===== src/rtl/uart_pkg.sv =====
// Shared UART definitions: frame state encoding and default data width,
// used by both the transmitter and the receiver.
package uart_pkg;

  localparam int unsigned BYTE_DEFAULT = 8;

  typedef enum logic [2:0] {
    IDLE   = 3'd0,
    START  = 3'd1,
    DATA   = 3'd2,
    PARITY = 3'd3,
    STOP   = 3'd4
  } uart_state_e;

  // Counter width that never collapses to zero bits for tiny ranges.
  function automatic int unsigned width_of(input int unsigned n);
    return (n <= 1) ? 1 : $clog2(n);
  endfunction

endpackage


===== src/rtl/uart_tx_baud_rate_gen.sv =====
// Baud tick generator: one-cycle o_tick every DIVISOR clocks, phase
// realigned to zero by i_restart.
module baud_rate_gen
  import uart_pkg::*;
#(
  parameter int unsigned DIVISOR = 1
) (
  input  logic i_clock,
  input  logic i_reset,
  input  logic i_restart,
  output logic o_tick
);

  localparam int unsigned CNT_W = width_of(DIVISOR);
  localparam logic [CNT_W-1:0] CNT_LAST = CNT_W'(DIVISOR - 1);

  logic [CNT_W-1:0] cnt_q, cnt_d;

  always_comb begin
    cnt_d = cnt_q + 1'b1;
    if (i_restart || (cnt_q == CNT_LAST)) cnt_d = '0;
    o_tick = (cnt_q == CNT_LAST);
  end

  always_ff @(posedge i_clock) begin
    if (i_reset) cnt_q <= '0;
    else         cnt_q <= cnt_d;
  end

endmodule


===== src/rtl/uart_tx.sv =====
// UART transmitter: start bit, BYTE data bits LSB first, optional even
// parity bit (macro UART_TX_PARITY_EN), one stop bit.
module uart_tx
  import uart_pkg::*;
#(
  parameter int unsigned BYTE       = BYTE_DEFAULT,
  parameter int unsigned CLK_FREQ   = 50_000_000,
  parameter int unsigned BAUD_RATE  = 19200,
  parameter int unsigned OVERSAMPLE = 16
) (
  input  logic            i_clock,
  input  logic            i_reset,
  input  logic            i_tx_start,
  input  logic [BYTE-1:0] i_tx_data,
  output logic            o_tx,
  output logic            o_tx_done,
  output logic            o_busy
);

  localparam int unsigned DIVISOR = CLK_FREQ / (BAUD_RATE * OVERSAMPLE);
  localparam int unsigned OS_W    = width_of(OVERSAMPLE);
  localparam int unsigned BIT_W   = width_of(BYTE);
  localparam logic [OS_W-1:0]  OS_LAST  = OS_W'(OVERSAMPLE - 1);
  localparam logic [BIT_W-1:0] BIT_LAST = BIT_W'(BYTE - 1);

  if (DIVISOR == 0) begin : g_divisor_check
    $error("uart_tx: CLK_FREQ/(BAUD_RATE*OVERSAMPLE) must be at least 1");
  end

  uart_state_e      state_q, state_d;
  logic [BYTE-1:0]  shift_q, shift_d;
  logic [OS_W-1:0]  os_q, os_d;
  logic [BIT_W-1:0] bit_q, bit_d;
  logic             tx_q, tx_d;
  logic             done_q, done_d;
  logic             busy_q, busy_d;
  logic             tick;
  logic             accept;
  logic             bit_end;
`ifdef UART_TX_PARITY_EN
  logic             parity_q, parity_d;
`endif

  assign accept  = (state_q == IDLE) && i_tx_start;
  assign bit_end = tick && (os_q == OS_LAST);

  baud_rate_gen #(
    .DIVISOR(DIVISOR)
  ) u_baud (
    .i_clock  (i_clock),
    .i_reset  (i_reset),
    .i_restart(accept),
    .o_tick   (tick)
  );

  always_comb begin
    state_d = state_q;
    shift_d = shift_q;
    os_d    = os_q;
    bit_d   = bit_q;
    done_d  = 1'b0;
`ifdef UART_TX_PARITY_EN
    parity_d = parity_q;
`endif

    if (state_q != IDLE && tick) os_d = bit_end ? '0 : os_q + 1'b1;

    case (state_q)
      IDLE: begin
        if (i_tx_start) begin
          state_d = START;
          shift_d = i_tx_data;
          os_d    = '0;
          bit_d   = '0;
`ifdef UART_TX_PARITY_EN
          parity_d = ^i_tx_data;
`endif
        end
      end
      START: if (bit_end) state_d = DATA;
      DATA: begin
        if (bit_end) begin
          if (bit_q == BIT_LAST) begin
            bit_d = '0;
`ifdef UART_TX_PARITY_EN
            state_d = PARITY;
`else
            state_d = STOP;
`endif
          end else begin
            bit_d   = bit_q + 1'b1;
            shift_d = shift_q >> 1;
          end
        end
      end
`ifdef UART_TX_PARITY_EN
      PARITY: if (bit_end) state_d = STOP;
`endif
      STOP: begin
        if (bit_end) begin
          state_d = IDLE;
          done_d  = 1'b1;
        end
      end
      default: state_d = IDLE;
    endcase

    // Line level follows the next state so o_tx stays a pure flop output.
    case (state_d)
      START:   tx_d = 1'b0;
      DATA:    tx_d = shift_d[0];
`ifdef UART_TX_PARITY_EN
      PARITY:  tx_d = parity_q;
`endif
      default: tx_d = 1'b1;
    endcase

    busy_d = (state_d != IDLE);
  end

  always_ff @(posedge i_clock) begin
    if (i_reset) begin
      state_q <= IDLE;
      shift_q <= '0;
      os_q    <= '0;
      bit_q   <= '0;
      tx_q    <= 1'b1;
      done_q  <= 1'b0;
      busy_q  <= 1'b0;
`ifdef UART_TX_PARITY_EN
      parity_q <= 1'b0;
`endif
    end else begin
      state_q <= state_d;
      shift_q <= shift_d;
      os_q    <= os_d;
      bit_q   <= bit_d;
      tx_q    <= tx_d;
      done_q  <= done_d;
      busy_q  <= busy_d;
`ifdef UART_TX_PARITY_EN
      parity_q <= parity_d;
`endif
    end
  end

  assign o_tx      = tx_q;
  assign o_tx_done = done_q;
  assign o_busy    = busy_q;

endmodule


===== config.mk =====
export PLATFORM = sky130hd
export DESIGN_NAME = uart_tx
export DESIGN_NICKNAME = d
export VERILOG_FILES = /design/src/rtl/uart_pkg.sv /design/src/rtl/uart_tx_baud_rate_gen.sv /design/src/rtl/uart_tx.sv
export SDC_FILE = /design/constraint.sdc
export NUM_CORES = 1
export LEC_CHECK = 0
export BUFFER_PORTS_ARGS = -buffer_cell sky130_fd_sc_hd__buf_2
export CORE_MARGIN = 3
export CORE_UTILIZATION = 50
export CTS_CLUSTER_SIZE = 20
export DETAILED_ROUTE_END_ITERATION = 16
export PLACE_DENSITY = 0.74
export SLEW_MARGIN = 25
export SYNTH_ARGS = -nofsm -noshare
export SYNTH_HDL_FRONTEND = slang
export SYNTH_HIERARCHICAL = 1
export SYNTH_SLANG_ARGS = --single-unit

===== constraint.sdc =====
create_clock -name i_clock -period 2.1 [get_ports i_clock]
set_input_delay 0.21 -clock i_clock [delete_from_list [all_inputs] [get_ports i_clock]]
set_output_delay 0.21 -clock i_clock [all_outputs]
set_load 0.1 [all_outputs]

==> results of run 1 <==
==> final timing paths <==
| path | start | to | slack, ns | cells past startpoint |
|---|---|---|---|---|
| worst min register to register | shift_q[6]$_SDFFE_PP0P_ | shift_q[6]$_SDFFE_PP0P_ | 0.48 | 2 |
| worst max register to register | u_baud/cnt_q[1]$_SDFF_PP0_ | o_tx$_SDFF_PP1_ | 0.17 | 9 |
| worst max-delay path | u_baud/cnt_q[1]$_SDFF_PP0_ | o_tx$_SDFF_PP1_ | 0.17 | 9 |
| worst min-delay path | i_tx_data[7] | shift_q[7]$_SDFFE_PP0P_ | 0.12 | 3 |
==> final cells by class <==
| class | instances | area [sq um] |
|---|---|---|
| inverters | 5 | 18.8 |
| clock buffers | 7 | 55.1 |
| repair buffers | 18 | 103 |
| flip-flops and latches | 29 | 582 |
| fillers | 229 | 1010 |
| multi-input cells | 107 | 743 |
| well taps | 30 | 37.5 |
==> per-stage QoR <==
stage / instance area [sq um] / power [W] / hold slack [ns]
6_report: 1540 / 0.00104 / 0.122
2_1_floorplan: 1380 / 0.000675 / 0.291
5_1_grt: 1540 / 0.00109 / 0.126
3_3_place_gp: 1460 / 0.000705 / 0.452
4_1_cts: 1520 / 0.00105 / 0.107
3_5_place_dp: 1460 / 0.000708 / 0.456
==> Yosys cell counts (all sizes together) <==
master / n
dfxtp: 29
a211oi: 2
ha: 5
and4: 1
nor3: 2
xnor2: 1
a311o: 1
a22oi: 9
nand4b: 1
o21bai: 1
nor4bb: 1
nand3: 5
or2: 1
nor2: 17
nor4: 2
and2: 1
o211ai: 1
a21oi: 14
a221oi: 1
or3: 3
inv: 5
nor4b: 2
and3: 2
nor3b: 1
o31a: 1
mux2i: 3
nor2b: 3
a221o: 1
o21ai: 11
a31oi: 1
nand2b: 2
nand4: 3
nand3b: 1
buf: 6
a21o: 1
nand2: 3
xor2: 3
clkbuf: 3
==> worst reg2reg max path: stages (launching register included) <==
cell and delay, ns:
dfxtp_1 0.34, inv_1 0.04, ha_1 0.17, nor4bb_4 0.15
and3_1 0.17, buf_4 0.14, nand4_1 0.14, o211ai_1 0.17
a221o_1 0.34, a21o_1 0.17
==> layout by cell type, fill, tap and decap left out, types with 2 or more instances in the layout <==
master,synthesis,layout
a21oi_2,3,3
nand3_1,5,5
o21ai_0,10,10
mux2i_1,3,3
a22oi_1,9,9
xor2_1,3,3
a211oi_1,2,2
inv_1,5,5
nand2b_1,2,2
clkbuf_4,0,5
a21oi_1,11,11
buf_4,0,5
or3_1,3,3
dfxtp_1,29,28
buf_2,4,13
nor2_1,17,17
nand2_1,3,3
and3_1,2,2
nor2b_1,3,3
ha_1,5,5
nand4_1,3,3
==> flip-flops by register name, indices dropped and copies added, names as in the netlist <==
name,cells
bit_q,3
o_busy,1
o_tx,1
o_tx_done,1
os_q,4
shift_q,8
state_q,3
u_baud/cnt_q,8
==> cell families after synthesis <==
group	count (synthesis)
fa+ha+maj	5
xor+xnor	4
mux	3
flops	29
buf+inv	14
simple gates	51
compound gates	44
==> timing repair <==
| item | 4_1_cts | 5_1_grt |
|---|---|---|
| gates resized for setup | 0 | 4 |
| endpoints found under the hold margin | 0 | 0 |
| setup endpoints to repair | 0 | 11 |
==> metal layers <==
layer / vias to the layer above / part of all wire / track usage
met5: - / 0 / 0
met4: 0 / 0.021 / 0.0993
met3: 8 / 0.049 / 0.0526
met2: 25 / 0.44 / 0.289
met1: 519 / 0.49 / 0.256
li1: 575 / - / -
==> power by group <==
group | internal, W | switching (W)
clock | 0.000158 | 0.000183
sequential | 0.000568 | 0.0000134
combinational | 0.0000423 | 0.0000741
total | 0.000768 | 0.000271
==> out/qor.yml, run 1 <==
outcome: "finished clean"
grt_start_max_net_pins: 23
n_antenna_cell: 0
first_global_vias: 1113
synthCells: 150
timing.slew.headroom: 0.678
crit_path_top_delay_cell: "dfxtp_1"
netlist_area_sq_mm: 0.00138
maxSlewViolCount: 0
synthSimpleGateAreaFrac: 0.224
drcViolationCount: 0
finalWirelength_um: 2800
final_cells: 196
start_util: 0.540
syn_nets: 166
placed_cells: 189
die_area_sq_mm: 0.00342
crit_fanout: 4
worstSetupEndpointType: "flip-flop"
synth_cell_types: 43
htree_levels: 2
numCtsBuffers: 5
ys_seq_area_frac: 0.422
io_pins: 14
syn_area_per_cell_sq_um: 9.17
wl_per_cell_um: 14.3
crit_chain: "inv_1 -> ha_1 -> nor4bb_4 -> and3_1 -> buf_4 -> nand4_1 -> o211ai_1 -> a221o_1 -> a21o_1"
synth_top_area_frac: 0.422
required_ns: 2.32
arrival_ns: 2.16
die_w_um: 58.4
synth_top_family_by_area: "simple AND/OR/NAND/NOR gates"
synthXorXnorAreaFrac: 0.0255
cp.buffers_inverters: 2
synth_mux_area_frac: 0.0218
cap_viol_max_count: 0
utilization: 0.605
firstDrtPassIters: 4
die_h_um: 58.4
vdd_ir_drop_max_mv: 0.568
critPathKind: "flip-flop to flip-flop"
p_leak_nw: 0.578
cpPeakStageDelay_ns: 0.34
hold_viol: 0
hold_path_class: "input port to flip-flop"
yosys_warnings: 6
drive_gt1_frac: 0.217
p_per_area_mw_per_mm2: 675
synth-compound-area-share: 0.208
rows: 18
yosysTopAreaCell: "dfxtp_1"
cts_setup_buffers: 0
post-place-ws_ns: 0.0736
layout-area-overhead-vs-synth_pct: 11.9
synthAdderAreaFrac: 0.0455
vias_per_cell: 5.75
max_freq_mhz: 517
nNetsFinal: 182
clockRootBuffer: "clkbuf_4"
dp_hpwl_um: 1980
fin_setup_tns_ns: 0
start_kind: "flip-flop"
grt-ovfl-total: 0
setup_ws_ns: 0.166
clk_pin_slew_ns: 0.09
numPortBuffers: 13
worst_slew_pin_slew_ns: 0.481
fin_crit_ns: 1.93
first_iter_violations: 60
postRouteAntennaNets: 0
finClkSkew_ns: 0.00530
holdBufCountCts: 0
ys_top_cells_by_area: "dfxtp_1 42%, a22oi_1 4.9%, nor2_1 4.6%"
setup_viol: 0
period_share: 0.921
rsz0062_at_grt: "no"
cts_tree: "built"
ys_ff_latch: 29
gp_congestion: 0.820
grt_pass1_wl_um: 5050
clk_latency_ns: 0.32
via_count: 1127
antenna_found_initial: 0
cts_sinks: 29
cp_top_family: "compound AO/OA/AOI/OAI gates"
grtUsageTotal: 0.194
clk_path_buf_depth: 2
core_sq_mm: 0.00254
(Power assumes the default switching activity.)
==> run 2, diff against run 1 <==
--- a/config.mk
+++ b/config.mk
@@ -10,7 +10,7 @@
 export CORE_UTILIZATION = 50
 export CTS_CLUSTER_SIZE = 20
 export DETAILED_ROUTE_END_ITERATION = 16
-export PLACE_DENSITY = 0.74
+export PLACE_DENSITY = 0.71
 export SLEW_MARGIN = 25
 export SYNTH_ARGS = -nofsm -noshare
 export SYNTH_HDL_FRONTEND = slang
==> constraint.sdc (replaced) <==
create_clock -name i_clock -period 2 [get_ports i_clock]
set_input_delay 0.2 -clock i_clock [delete_from_list [all_inputs] [get_ports i_clock]]
set_output_delay 0.2 -clock i_clock [all_outputs]
set_load 0.1 [all_outputs]
==> out/qor.yml, run 2 (synthesis results as in run 1) <==
first_global_vias: 1148  # +3.1%
cts_sinks: 29  # unchanged
p_leak_nw: 0.607  # +5.2%
die_w_um: 58.4  # unchanged
htree_levels: 2  # unchanged
first_iter_violations: 73  # +22%
core_sq_mm: 0.00254  # unchanged
vias_per_cell: 5.89  # +2.4%
drcViolationCount: 0  # unchanged
fin_crit_ns: 1.95  # +0.0133 ns
timing.slew.headroom: 0.674  # -0.00368
outcome: "finished clean"
p_per_area_mw_per_mm2: 714  # +5.8%
arrival_ns: 2.17  # about the same
dp_hpwl_um: 1930  # -2.3%
cts_tree: "built"
drive_gt1_frac: 0.269  # +0.0521
netSwitchingFraction: 0.257  # -0.00419
power.internal_w: 0.000848  # +10%
numPortBuffers: 13  # unchanged
hold_path_class: "input port to flip-flop"
worst_slew_pin_slew_ns: 0.493  # +0.0112 ns
mostFrequentLayoutCells: "27 x dfxtp_1, 17 x nor2_1, 13 x buf_2, 11 x a21oi_1"
hold_viol: 0  # unchanged
io_pins: 14  # unchanged
cap_viol_max_count: 0  # unchanged
die_area_sq_mm: 0.00342  # unchanged
crit_fanout: 4  # unchanged
final_common_cell: "dfxtp_1"
rsz0062_at_grt: "yes"
critPathKind: "flip-flop to flip-flop"
vdd_ir_drop_max_mv: 0.634  # +12%
die_h_um: 58.4  # unchanged
sequentialPowerShare: 0.535  # -0.025
grtUsageTotal: 0.184  # -0.00963
max_freq_mhz: 514  # -0.68%
clockRootBuffer: "clkbuf_4"
rows: 18  # unchanged
grt_pass1_wl_um: 4860  # -3.7%
finClkSkew_ns: 0.00720  # +0.00190 ns
top_regs: "shift_q: 8 flops, u_baud/cnt_q: 8 flops, os_q: 4 flops"
period_share: 0.974  # +0.0527
antenna_found_initial: 0  # unchanged
utilization: 0.628  # +0.0231
clk_pin_slew_ns: 0.09  # about the same
switchingPower_w: 0.000293  # +8.0%
via_count: 1184  # +5.1%
grt_start_max_net_pins: 23  # unchanged
rr_worst_depth: 9  # unchanged
nNetsFinal: 186  # +2.2%
setup_viol: 0  # unchanged
min_path_cells: 3  # unchanged
postRouteAntennaNets: 0  # unchanged
n_antenna_cell: 0  # unchanged
finalWirelength_um: 2830  # +1.1%
clk_path_buf_depth: 2  # unchanged
worstSetupEndpointType: "flip-flop"
layout-area-overhead-vs-synth_pct: 16.2
holdBufCountCts: 0  # unchanged
numCtsBuffers: 5  # unchanged
gp_congestion: 0.800  # -2.5%
power_frac_comb: 0.112  # about the same
clk_latency_ns: 0.32  # about the same
start_kind: "flip-flop"
r2r_slack_ns: 0.05  # -0.11 ns
power_frac_clock: 0.353  # +0.025
wl_per_cell_um: 14.1  # -1.4%
firstDrtPassIters: 4  # unchanged
grt-ovfl-total: 0  # unchanged
required_ns: 2.23  # -0.09 ns
start_util: 0.540  # unchanged
fin_setup_tns_ns: 0  # unchanged
maxSlewViolCount: 0  # unchanged
-- run 2: cell count changes in the layout (fill, tap and decap cells not counted), sizes merged --
cell,previous run,this run
buf,18,22
clkinv,0,1
-- run 2: metrics by stage --
stage	hold WS, ns	total power, W	setup slack (ns)	std cells	area (sq um)
floorplan	0.281	0.000710	0.0124	150	1380
global placement	0.453	0.000742	0.0848	191	1490
detailed placement	0.454	0.000745	0.00389	191	1490
CTS	0.102	0.00115	0.00516	199	1560
global route	0.131	0.00119	-0.0197	201	1600
finish	0.106	0.00114	0.0529	201	1600
-- run 2: path summary, 6_finish.rpt --
path,end,from
setup / recovery,o_tx$_SDFF_PP1_,u_baud/cnt_q[1]$_SDFF_PP0_
hold / removal,shift_q[7]$_SDFFE_PP0P_,i_tx_data[7]
setup reg to reg,o_tx$_SDFF_PP1_,u_baud/cnt_q[1]$_SDFF_PP0_
hold reg to reg,shift_q[6]$_SDFFE_PP0P_,shift_q[6]$_SDFFE_PP0P_
-- run 2: cell type report --
cell class | count | area [sq um]
Multi-Input combinational cell | 107 | 756
Fill cell | 208 | 947
Inverter | 5 | 18.8
Tap cell | 30 | 37.5
Sequential cell | 29 | 583
Clock inverter | 1 | 5.00
Clock buffer | 7 | 65.1
Timing Repair Buffer | 22 | 133
-- run 2: power by group through the flow --
stage | Combinational (W) | Sequential (W) | Clock, W
2_1_floorplan | 0.0000658 | 0.000644 | 0
4_1_cts | 0.000123 | 0.000610 | 0.000413
3_5_place_dp | 0.000122 | 0.000624 | 0
3_3_place_gp | 0.000119 | 0.000623 | 0
5_1_grt | 0.000140 | 0.000613 | 0.000441
6_report | 0.000128 | 0.000610 | 0.000402
-- run 2: what timing repair did --
item                                    4_1_cts  5_1_grt
endpoints found under the setup margin        2       13
buffers inserted                              0        2
pin swaps                                     1        3
gates resized for setup                       1        7
-- run 2: layer usage --
layer | global-route usage | part of all wire | up-vias | routed length (um)
met5 | 0 | 0 | - | 0
met4 | 0.0861 | 0.020 | 0 | 56
met3 | 0.0461 | 0.050 | 9 | 141
met2 | 0.285 | 0.45 | 37 | 1280
met1 | 0.240 | 0.48 | 552 | 1350
li1 | - | - | 586 | -
-- run 2: critical path: stages (launching register included) --
cell and delay [ns]:
dfxtp_2 0.35, inv_1 0.04, ha_1 0.16, nor4bb_4 0.15, and3_4 0.19, buf_4 0.14, nand4_1 0.15, o211ai_1 0.16
a221o_1 0.34, a21o_1 0.18
